### config.mk
export PLATFORM = sky130hd
export DESIGN_NAME = debug_reg_scanner
export DESIGN_NICKNAME = d
export VERILOG_FILES = /design/src/rtl/debug_reg_scanner_pkg.sv /design/src/rtl/debug_out_stage.sv /design/src/rtl/debug_reg_scanner.sv
export SDC_FILE = /design/constraint.sdc
export NUM_CORES = 1
export LEC_CHECK = 0
export ABC_AREA = 1
export CAP_MARGIN = 0
export CORE_ASPECT_RATIO = 1.5
export CORE_MARGIN = 10
export CORE_UTILIZATION = 40
export DETAILED_ROUTE_END_ITERATION = 6
export HOLD_SLACK_MARGIN = 0.15
export PLACE_DENSITY = 0.75
export SLEW_MARGIN = 20
export SYNTH_ARGS = -nofsm -noshare
export SYNTH_HDL_FRONTEND = slang
export SYNTH_SLANG_ARGS = --single-unit
### constraint.sdc
create_clock -name clk -period 1.7 [get_ports clk]
set_clock_uncertainty 0.2 [all_clocks]
set_input_delay 0.34 -clock clk [delete_from_list [all_inputs] [get_ports clk]]
set_output_delay 0.34 -clock clk [all_outputs]
set_load 0.005 [all_outputs]
### src/rtl/debug_reg_scanner_pkg.sv
// Shared types and constants for the debug register scanner: FSM state
// encoding and the register-file geometry of the debug select mux.
package debug_reg_scanner_pkg;

    localparam int REG_ADDR_W = 5;
    localparam int REG_DATA_W = 32;
    localparam int NUM_REGS   = 32;

    typedef enum logic [2:0] {
        ST_IDLE,
        ST_SETTLE,
        ST_CAPTURE,
        ST_SEND,
        ST_ENDF
    } scan_state_e;

endpackage

### src/rtl/debug_out_stage.sv
// Single-entry output register: captures an {addr, data} pair on load and
// holds it stable until the consumer accepts it.
module debug_out_stage
    import debug_reg_scanner_pkg::*;
(
    input  logic                  clk,
    input  logic                  rst,
    input  logic                  load_i,
    input  logic                  ready_i,
    input  logic [REG_ADDR_W-1:0] addr_i,
    input  logic [REG_DATA_W-1:0] data_i,
    output logic                  valid_o,
    output logic [REG_ADDR_W-1:0] addr_o,
    output logic [REG_DATA_W-1:0] data_o
);

    logic                  valid_q;
    logic [REG_ADDR_W-1:0] addr_q;
    logic [REG_DATA_W-1:0] data_q;

    // NOTE: sequential state uses non-blocking assignments only, so every
    // register samples the pre-edge values of the others.
    always_ff @(posedge clk) begin
        if (rst) begin
            valid_q <= 1'b0;
            addr_q  <= '0;
            data_q  <= '0;
        end else if (load_i) begin
            valid_q <= 1'b1;
            addr_q  <= addr_i;
            data_q  <= data_i;
        end else if (valid_q && ready_i) begin
            valid_q <= 1'b0;
        end
    end

    assign valid_o = valid_q;
    assign addr_o  = addr_q;
    assign data_o  = data_q;

endmodule

### src/rtl/debug_reg_scanner.sv
// Walks a register address range through the debug select mux, lets the
// mux output settle, captures each word and streams {addr, data} pairs.
module debug_reg_scanner
    import debug_reg_scanner_pkg::*;
#(
    parameter int FIRST_ADDR    = 0,
    parameter int LAST_ADDR     = 31,
    parameter int SETTLE_CYCLES = 1
) (
    input  logic                  clk,
    input  logic                  rst,
    input  logic                  start,
    input  logic                  continuous,
    output logic [REG_ADDR_W-1:0] debug_addr,
    input  logic [REG_DATA_W-1:0] debug_data_reg,
    output logic                  out_valid,
    input  logic                  out_ready,
    output logic [REG_ADDR_W-1:0] out_addr,
    output logic [REG_DATA_W-1:0] out_data,
    output logic                  busy,
    output logic                  frame_done,
    output logic [15:0]           frame_count
);

    localparam logic [REG_ADDR_W-1:0] FIRST_A     = FIRST_ADDR[REG_ADDR_W-1:0];
    localparam logic [REG_ADDR_W-1:0] LAST_A      = LAST_ADDR[REG_ADDR_W-1:0];
    localparam logic [3:0]            SETTLE_LAST = 4'(SETTLE_CYCLES - 1);

    scan_state_e           state_q;
    logic [REG_ADDR_W-1:0] cur_addr_q;
    logic [REG_ADDR_W-1:0] debug_addr_q;
    logic [3:0]            settle_cnt_q;
    logic                  busy_q;
    logic                  frame_done_q;
    logic [15:0]           frame_count_q;

    // debug_addr is only rewritten on entry to SETTLE (or back to IDLE), so the
    // mux input stays stable from SETTLE through CAPTURE.
    always_ff @(posedge clk) begin
        if (rst) begin
            state_q       <= ST_IDLE;
            cur_addr_q    <= FIRST_A;
            debug_addr_q  <= FIRST_A;
            settle_cnt_q  <= '0;
            busy_q        <= 1'b0;
            frame_done_q  <= 1'b0;
            frame_count_q <= '0;
        end else begin
            frame_done_q <= 1'b0;
            case (state_q)
                ST_IDLE: begin
                    if (start) begin
                        state_q      <= ST_SETTLE;
                        cur_addr_q   <= FIRST_A;
                        debug_addr_q <= FIRST_A;
                        settle_cnt_q <= '0;
                        busy_q       <= 1'b1;
                    end
                end
                ST_SETTLE: begin
                    settle_cnt_q <= settle_cnt_q + 4'd1;
                    if (settle_cnt_q == SETTLE_LAST) state_q <= ST_CAPTURE;
                end
                ST_CAPTURE: state_q <= ST_SEND;
                ST_SEND: begin
                    if (out_valid && out_ready) begin
                        if (cur_addr_q == LAST_A) begin
                            state_q       <= ST_ENDF;
                            frame_done_q  <= 1'b1;
                            frame_count_q <= frame_count_q + 16'd1;
                        end else begin
                            state_q      <= ST_SETTLE;
                            cur_addr_q   <= cur_addr_q + 5'd1;
                            debug_addr_q <= cur_addr_q + 5'd1;
                            settle_cnt_q <= '0;
                        end
                    end
                end
                ST_ENDF: begin
                    cur_addr_q   <= FIRST_A;
                    debug_addr_q <= FIRST_A;
                    settle_cnt_q <= '0;
                    if (continuous) begin
                        state_q <= ST_SETTLE;
                    end else begin
                        state_q <= ST_IDLE;
                        busy_q  <= 1'b0;
                    end
                end
                default: begin
                    state_q <= ST_IDLE;
                    busy_q  <= 1'b0;
                end
            endcase
        end
    end

    debug_out_stage u_out_stage (
        .clk     (clk),
        .rst     (rst),
        .load_i  (state_q == ST_CAPTURE),
        .ready_i (out_ready),
        .addr_i  (cur_addr_q),
        .data_i  (debug_data_reg),
        .valid_o (out_valid),
        .addr_o  (out_addr),
        .data_o  (out_data)
    );

    assign debug_addr  = debug_addr_q;
    assign busy        = busy_q;
    assign frame_done  = frame_done_q;
    assign frame_count = frame_count_q;

endmodule

# Word level (Yosys, flattened, before mapping)
# Cells that the tools add are included.
# word_totals
register_bits,68
input_bits,37
elab_cells,58
# classes
n_addsub,3
n_eq_ne,10
muxes,20
bitwise,3
reduce_logical,13
# ops
cell,count
$add 16x1->16 const B,1
$pmux 4 s4,1
$mux 5,3
$pmux 3 s5,1
$pmux 5 s3,1
$mux 3,4
$mux 4,3
$ne 2x2->1 const B,5
$reduce_and 3->1,3
$reduce_and 4->1,2
$eq 3x2->1 const B,2
$mux 1,6
$reduce_or 3->1,2
$add 5x1->5 const B,1
$eq 5x5->1 const B,1
$add 4x1->4 const B,1
$logic_not 4->1,1
$reduce_bool 4->1,1
$eq 3x1->1 const B,1
$eq 3x3->1 const B,1
$logic_not 3->1,1
$not 1->1,3
$pmux 1 s3,1
$reduce_bool 3->1,1
other kinds (2),2

# Depth between registers and ports, before layout
# depth
word_depth,4
depth_mapped,12
depth_no_buf,12

# Cells and area by module
# A second synthesis with hierarchy kept.
# unflattened
cells_unflattened,414
hier_area_um2,2960.3
# modules_own_cells
mod,n_inst,cells_per_inst,area_each_um2,seq_area_each_um2
debug_reg_scanner,1,249,1595.3,600.6
debug_out_stage,1,165,1365.1,760.7

# Worst setup path before layout
# No wires, ideal clock.
# synth_timing
kind,reg2reg
start,reg debug_addr[0] (netlist name)
end,reg frame_count_q[12] (netlist: frame_count[12])
setup_ps,116
t_arrival_ps,1596
slack_ps,-212
path_stages_with_launch,12
n_path_buf,0
period_less_slack_ps,1912
cell_sequence,dfxtp_1 -> ha_1 -> nand2_1 -> nor2_1 -> ha_1 -> inv_1 -> nor2_1 -> nand2_4 -> nor2_2 -> nand2_1 -> o21ai_0 -> nor2_1
# synth_lines
element,line,source
"end signal, assigned",debug_reg_scanner.sv:70,frame_count_q <= frame_count_q + 16'd1;
"end, declared",debug_reg_scanner.sv:35,logic [15:0] frame_count_q;

==> results by group <==
Placed design
  • I/O Buffers: 97
  • Dpl cells: 586
  • Pre-CTS worst setup slack: -0.234 ns
  • Final estimated routing congestion in global placement: 0.837
  • Post-DP HPWL: 6.23 mm

Cells and area
  • Fraction of layout instances using a drive strength above 1: 17.2%
  • Layout net count: 566
  • Area of the multi-input gates: 0.00147 mm2
  • Diode insertion count for antenna repair: 0
  • Final instance count without filler cells: 607
  • Number of fill cells: 635
  • Most common cell after layout, fill and taps aside: sky130_fd_sc_hd__nor2_1
  • Synthesis-to-layout area growth: 51.7%
  • Commonest non-fill, non-tap cells in the layout: sky130_fd_sc_hd__nor2_1, sky130_fd_sc_hd__nand2_1, sky130_fd_sc_hd__dlygate4sd2_1, sky130_fd_sc_hd__dfxtp_1, sky130_fd_sc_hd__o21ai_0
  • Storage element area: 0.00140 mm2

Setup path
  • Startpoint Class: register
  • Data arrival time at the worst-slack endpoint: 1.84 ns
  • Worst path buffer plus inverter count: 1
  • CP Capture Type: register
  • CP max stage cell: sky130_fd_sc_hd__dfxtp_4
  • CP required: 1.78 ns
  • Maximum fanout along the worst path: 7
  • Cell breakdown of the critical path: ha_4 -> nand2_4 -> nor2_4 -> ha_4 -> inv_4 -> nor2_4 -> nand2_4 -> nor2_4 -> nand2_2 -> nand2_1 -> nand2_1 -> nor2_1
  • Number of cells on the critical path: 12
  • Critical path class: register to register
  • Logic depth of the worst register-to-register path: 12
  • CP endpoint: frame_count[11]
  • Register-to-Register Setup Slack: -0.06 ns
  • Startpoint of the lowest-slack register-to-register path: debug_addr[1]
  • FF-to-FF End: frame_count[11]
  • Crit. Startpoint: debug_addr[1]
  • Peak per-stage delay on the critical path: 0.36 ns
  • Cell repeated most along the worst path: sky130_fd_sc_hd__nor2_4
  • Top delay family on crit path: simple AND/OR/NAND/NOR gates

Die
  • Die area: 0.0111 mm2
  • Die Wd: 89.5 um
  • Vertical extent of the die: 124 um
  • Starting utilization of the core area: 41.7%
  • Number of cell rows: 37
  • Floorplan core area: 0.00694 mm2
  • # IOs: 98

Pwr
  • IR Drop Worst-Case VDD: 0.495 mV
  • Power per cell area: 879 mW/mm2
  • Clk network pwr share: 33.4%
  • Internal power: 2.77 mW
  • Switching portion of total power: 28.2%
  • Overall Power: 3.86 mW
  • Switching power total: 1.09 mW
  • Static power due to leakage: 2.02 nW
  • Share of total power in combinational logic: 20.0%
  • Part of the total power dissipated in sequential elements: 46.6%

Routing
  • Average routed wire per standard cell: 13.9 um
  • DRT Wirelength: 8.42 mm
  • Via-per-instance ratio: 4.84
  • DRC violations left: 0
  • Detailed router's first-iteration violation count: 163
  • DR pass1 iterations: 5
  • Total number of vias: 2,937
  • Residual antenna-violating net count after detailed routing: 0

Clock tree
  • Clock tree from TritonCTS: yes
  • Buffers from clock root to sink, at most: 2
  • H-tree levels: 3
  • Clock-pin slew on the worst setup and hold paths: 0.07 ns
  • Clk sinks: 68
  • CTS Hold Bufs: 0
  • Root buffer cell: sky130_fd_sc_hd__clkbuf_8
  • Latest clock arrival within the worst-skew pair: 0.34 ns
  • Total clock buffers created by CTS: 9

Synthesis
  • Count of state elements after synthesis: 68
  • Average size of a mapped cell: 7.08 um2
  • Synth Net Count: 451
  • Proportion of synthesized chip area in sequential cells: 47.0%
  • Number of standard cells after synthesis: 409
  • Distinct cells, synth: 24
  • Netlist area before placement: 0.00289 mm2
  • Total number of yosys warnings: 0

STA
  • Max Clk Rate: 568 MHz
  • Final count of negative-setup-slack endpoints: 14
  • Final WS setup: -0.0618 ns
  • Slew of the pin with the lowest slew margin: 0.333 ns
  • Final worst path period need: 1.76 ns
  • Slew HR: 77.8%
  • Final Hold Viols: 0
  • Part of the cycle the worst path needs: 104%
  • Final Slew Violations: 0
  • Unrepaired setup endpoints after global routing: true

GRT
  • Global Route Usage Sum: 15.1%
  • Number of global-route vias before repair: 2,837
  • Largest net degree at the start of global routing: 41
  • First-pass GRT wire length: 13.2 mm
  • Antenna violations before repair: 0
  • Global-route congestion overflow total: 0

Status
  • Violations in the final reports: setup timing
  • Outcome: finished, violations left

Hold path
  • Classification of the worst-slack hold path: register to register
  • Number of instances on the worst hold path: 2

Run
  • Max-cap check violation count: 0
[synthesized netlist by cell type]
master	instances	share of area (%)
sky130_fd_sc_hd__a211oi_1	1	0.26
sky130_fd_sc_hd__a21oi_1	19	3.3
sky130_fd_sc_hd__and3_1	1	0.22
sky130_fd_sc_hd__buf_2	5	0.86
sky130_fd_sc_hd__clkbuf_1	9	1.2
sky130_fd_sc_hd__dfxtp_1	68	47
sky130_fd_sc_hd__ha_1	5	2.2
sky130_fd_sc_hd__inv_1	33	4.3
sky130_fd_sc_hd__inv_2	1	0.13
sky130_fd_sc_hd__nand2_1	73	9.5
sky130_fd_sc_hd__nand2_2	4	0.86
sky130_fd_sc_hd__nand2_4	1	0.39
sky130_fd_sc_hd__nand3_1	13	2.2
sky130_fd_sc_hd__nand3b_1	1	0.26
sky130_fd_sc_hd__nand4_1	4	0.86
sky130_fd_sc_hd__nor2_1	109	14
sky130_fd_sc_hd__nor2_2	2	0.43
sky130_fd_sc_hd__nor2_4	3	1.2
sky130_fd_sc_hd__nor3_1	1	0.17
sky130_fd_sc_hd__nor3b_1	1	0.26
sky130_fd_sc_hd__o21ai_0	47	8.1
sky130_fd_sc_hd__o21bai_1	3	0.78
sky130_fd_sc_hd__or2_2	1	0.22
sky130_fd_sc_hd__xor2_1	4	1.2
[metrics by stage]
step	hold slack, ns	TNS [ns]	util [%]	instance area, um2
2_1_floorplan	0.240	-0.0582	-	2930
3_3_place_gp	0.241	-3.88	59.2	4110
3_5_place_dp	0.242	-4.15	59.2	4110
4_1_cts	0.249	-0.808	62.4	4340
5_1_grt	0.267	-2.90	63.2	4390
6_report	0.242	-0.391	63.2	4390
[cell families (layout without fill, tap and decap cells)]
logic type | Yosys count | count (layout) | synth area share (%)
AND/OR/NAND/NOR | 214 | 215 | 30.7
AO/OA/AOI/OAI | 70 | 70 | 12.5
flip-flops | 68 | 68 | 47.0
buffers and inverters | 48 | 167 | 6.44
adder cells (fa/ha/maj) | 5 | 5 | 2.16
XOR/XNOR | 4 | 4 | 1.21
[worst register-to-register path: cells and delay by family (launching register included)]
family / cells / cell delay [ns]
DFF: 1 / 0.36
adders and majority gates: 2 / 0.33
and+or+nand+nor: 9 / 0.77
buffers and inverters: 1 / 0.04
[worst min-delay path by stage]
stage / startpoint / to / slack [ns]
2_1_floorplan: busy / busy / 0.24
3_3_place_gp: busy / busy / 0.24
3_5_place_dp: busy / busy / 0.24
4_1_cts: busy / busy / 0.25
5_1_grt: busy / busy / 0.27
6_report: busy / busy / 0.24
[repair_timing]
item                       4_1_cts  5_1_grt
resized for setup               97       16
setup endpoints to repair       78       45
gates cloned                     1        0
setup buffers                    2        2
pin swaps                        7       10
[final cells by class]
cell class,instances,area share (%)
sequential,68,31.9
multi-input combinational,294,33.5
clock inverter,7,1.51
timing repair buffer,117,25.1
inverter,34,2.96
clock buffer,9,2.82
tap,78,2.22
[per-layer routing]
metal | global-route usage [%] | routed length [um] | up-vias
met1 | 15.3 | 3390 | 1314
met4 | 5.79 | 179 | 0
met2 | 27.2 | 4280 | 82
met3 | 5.69 | 569 | 15
met5 | 0 | 0 | -
li1 | - | - | 1526
[power by group through the flow]
| stage | combinational [mW] | sequential [mW] | clock [mW] |
|---|---|---|---|
| after floorplan | 0.353 | 1.85 | 0 |
| after global placement | 0.814 | 1.83 | 0 |
| after detailed placement | 0.830 | 1.84 | 0 |
| after CTS | 0.766 | 1.80 | 1.32 |
| after global routing | 0.860 | 1.81 | 1.39 |
| final | 0.770 | 1.80 | 1.29 |
[flip-flops by register name (all words and copies together) (netlist names)]
signal               cells
settle_cnt_q             4
busy                     1
u_out_stage.valid_o      1
state_q                  3
u_out_stage.addr_o       5
debug_addr               5
frame_count             16
u_out_stage.data_o      32
frame_done               1
No activity file was read; power rests on OpenSTA's default activity.
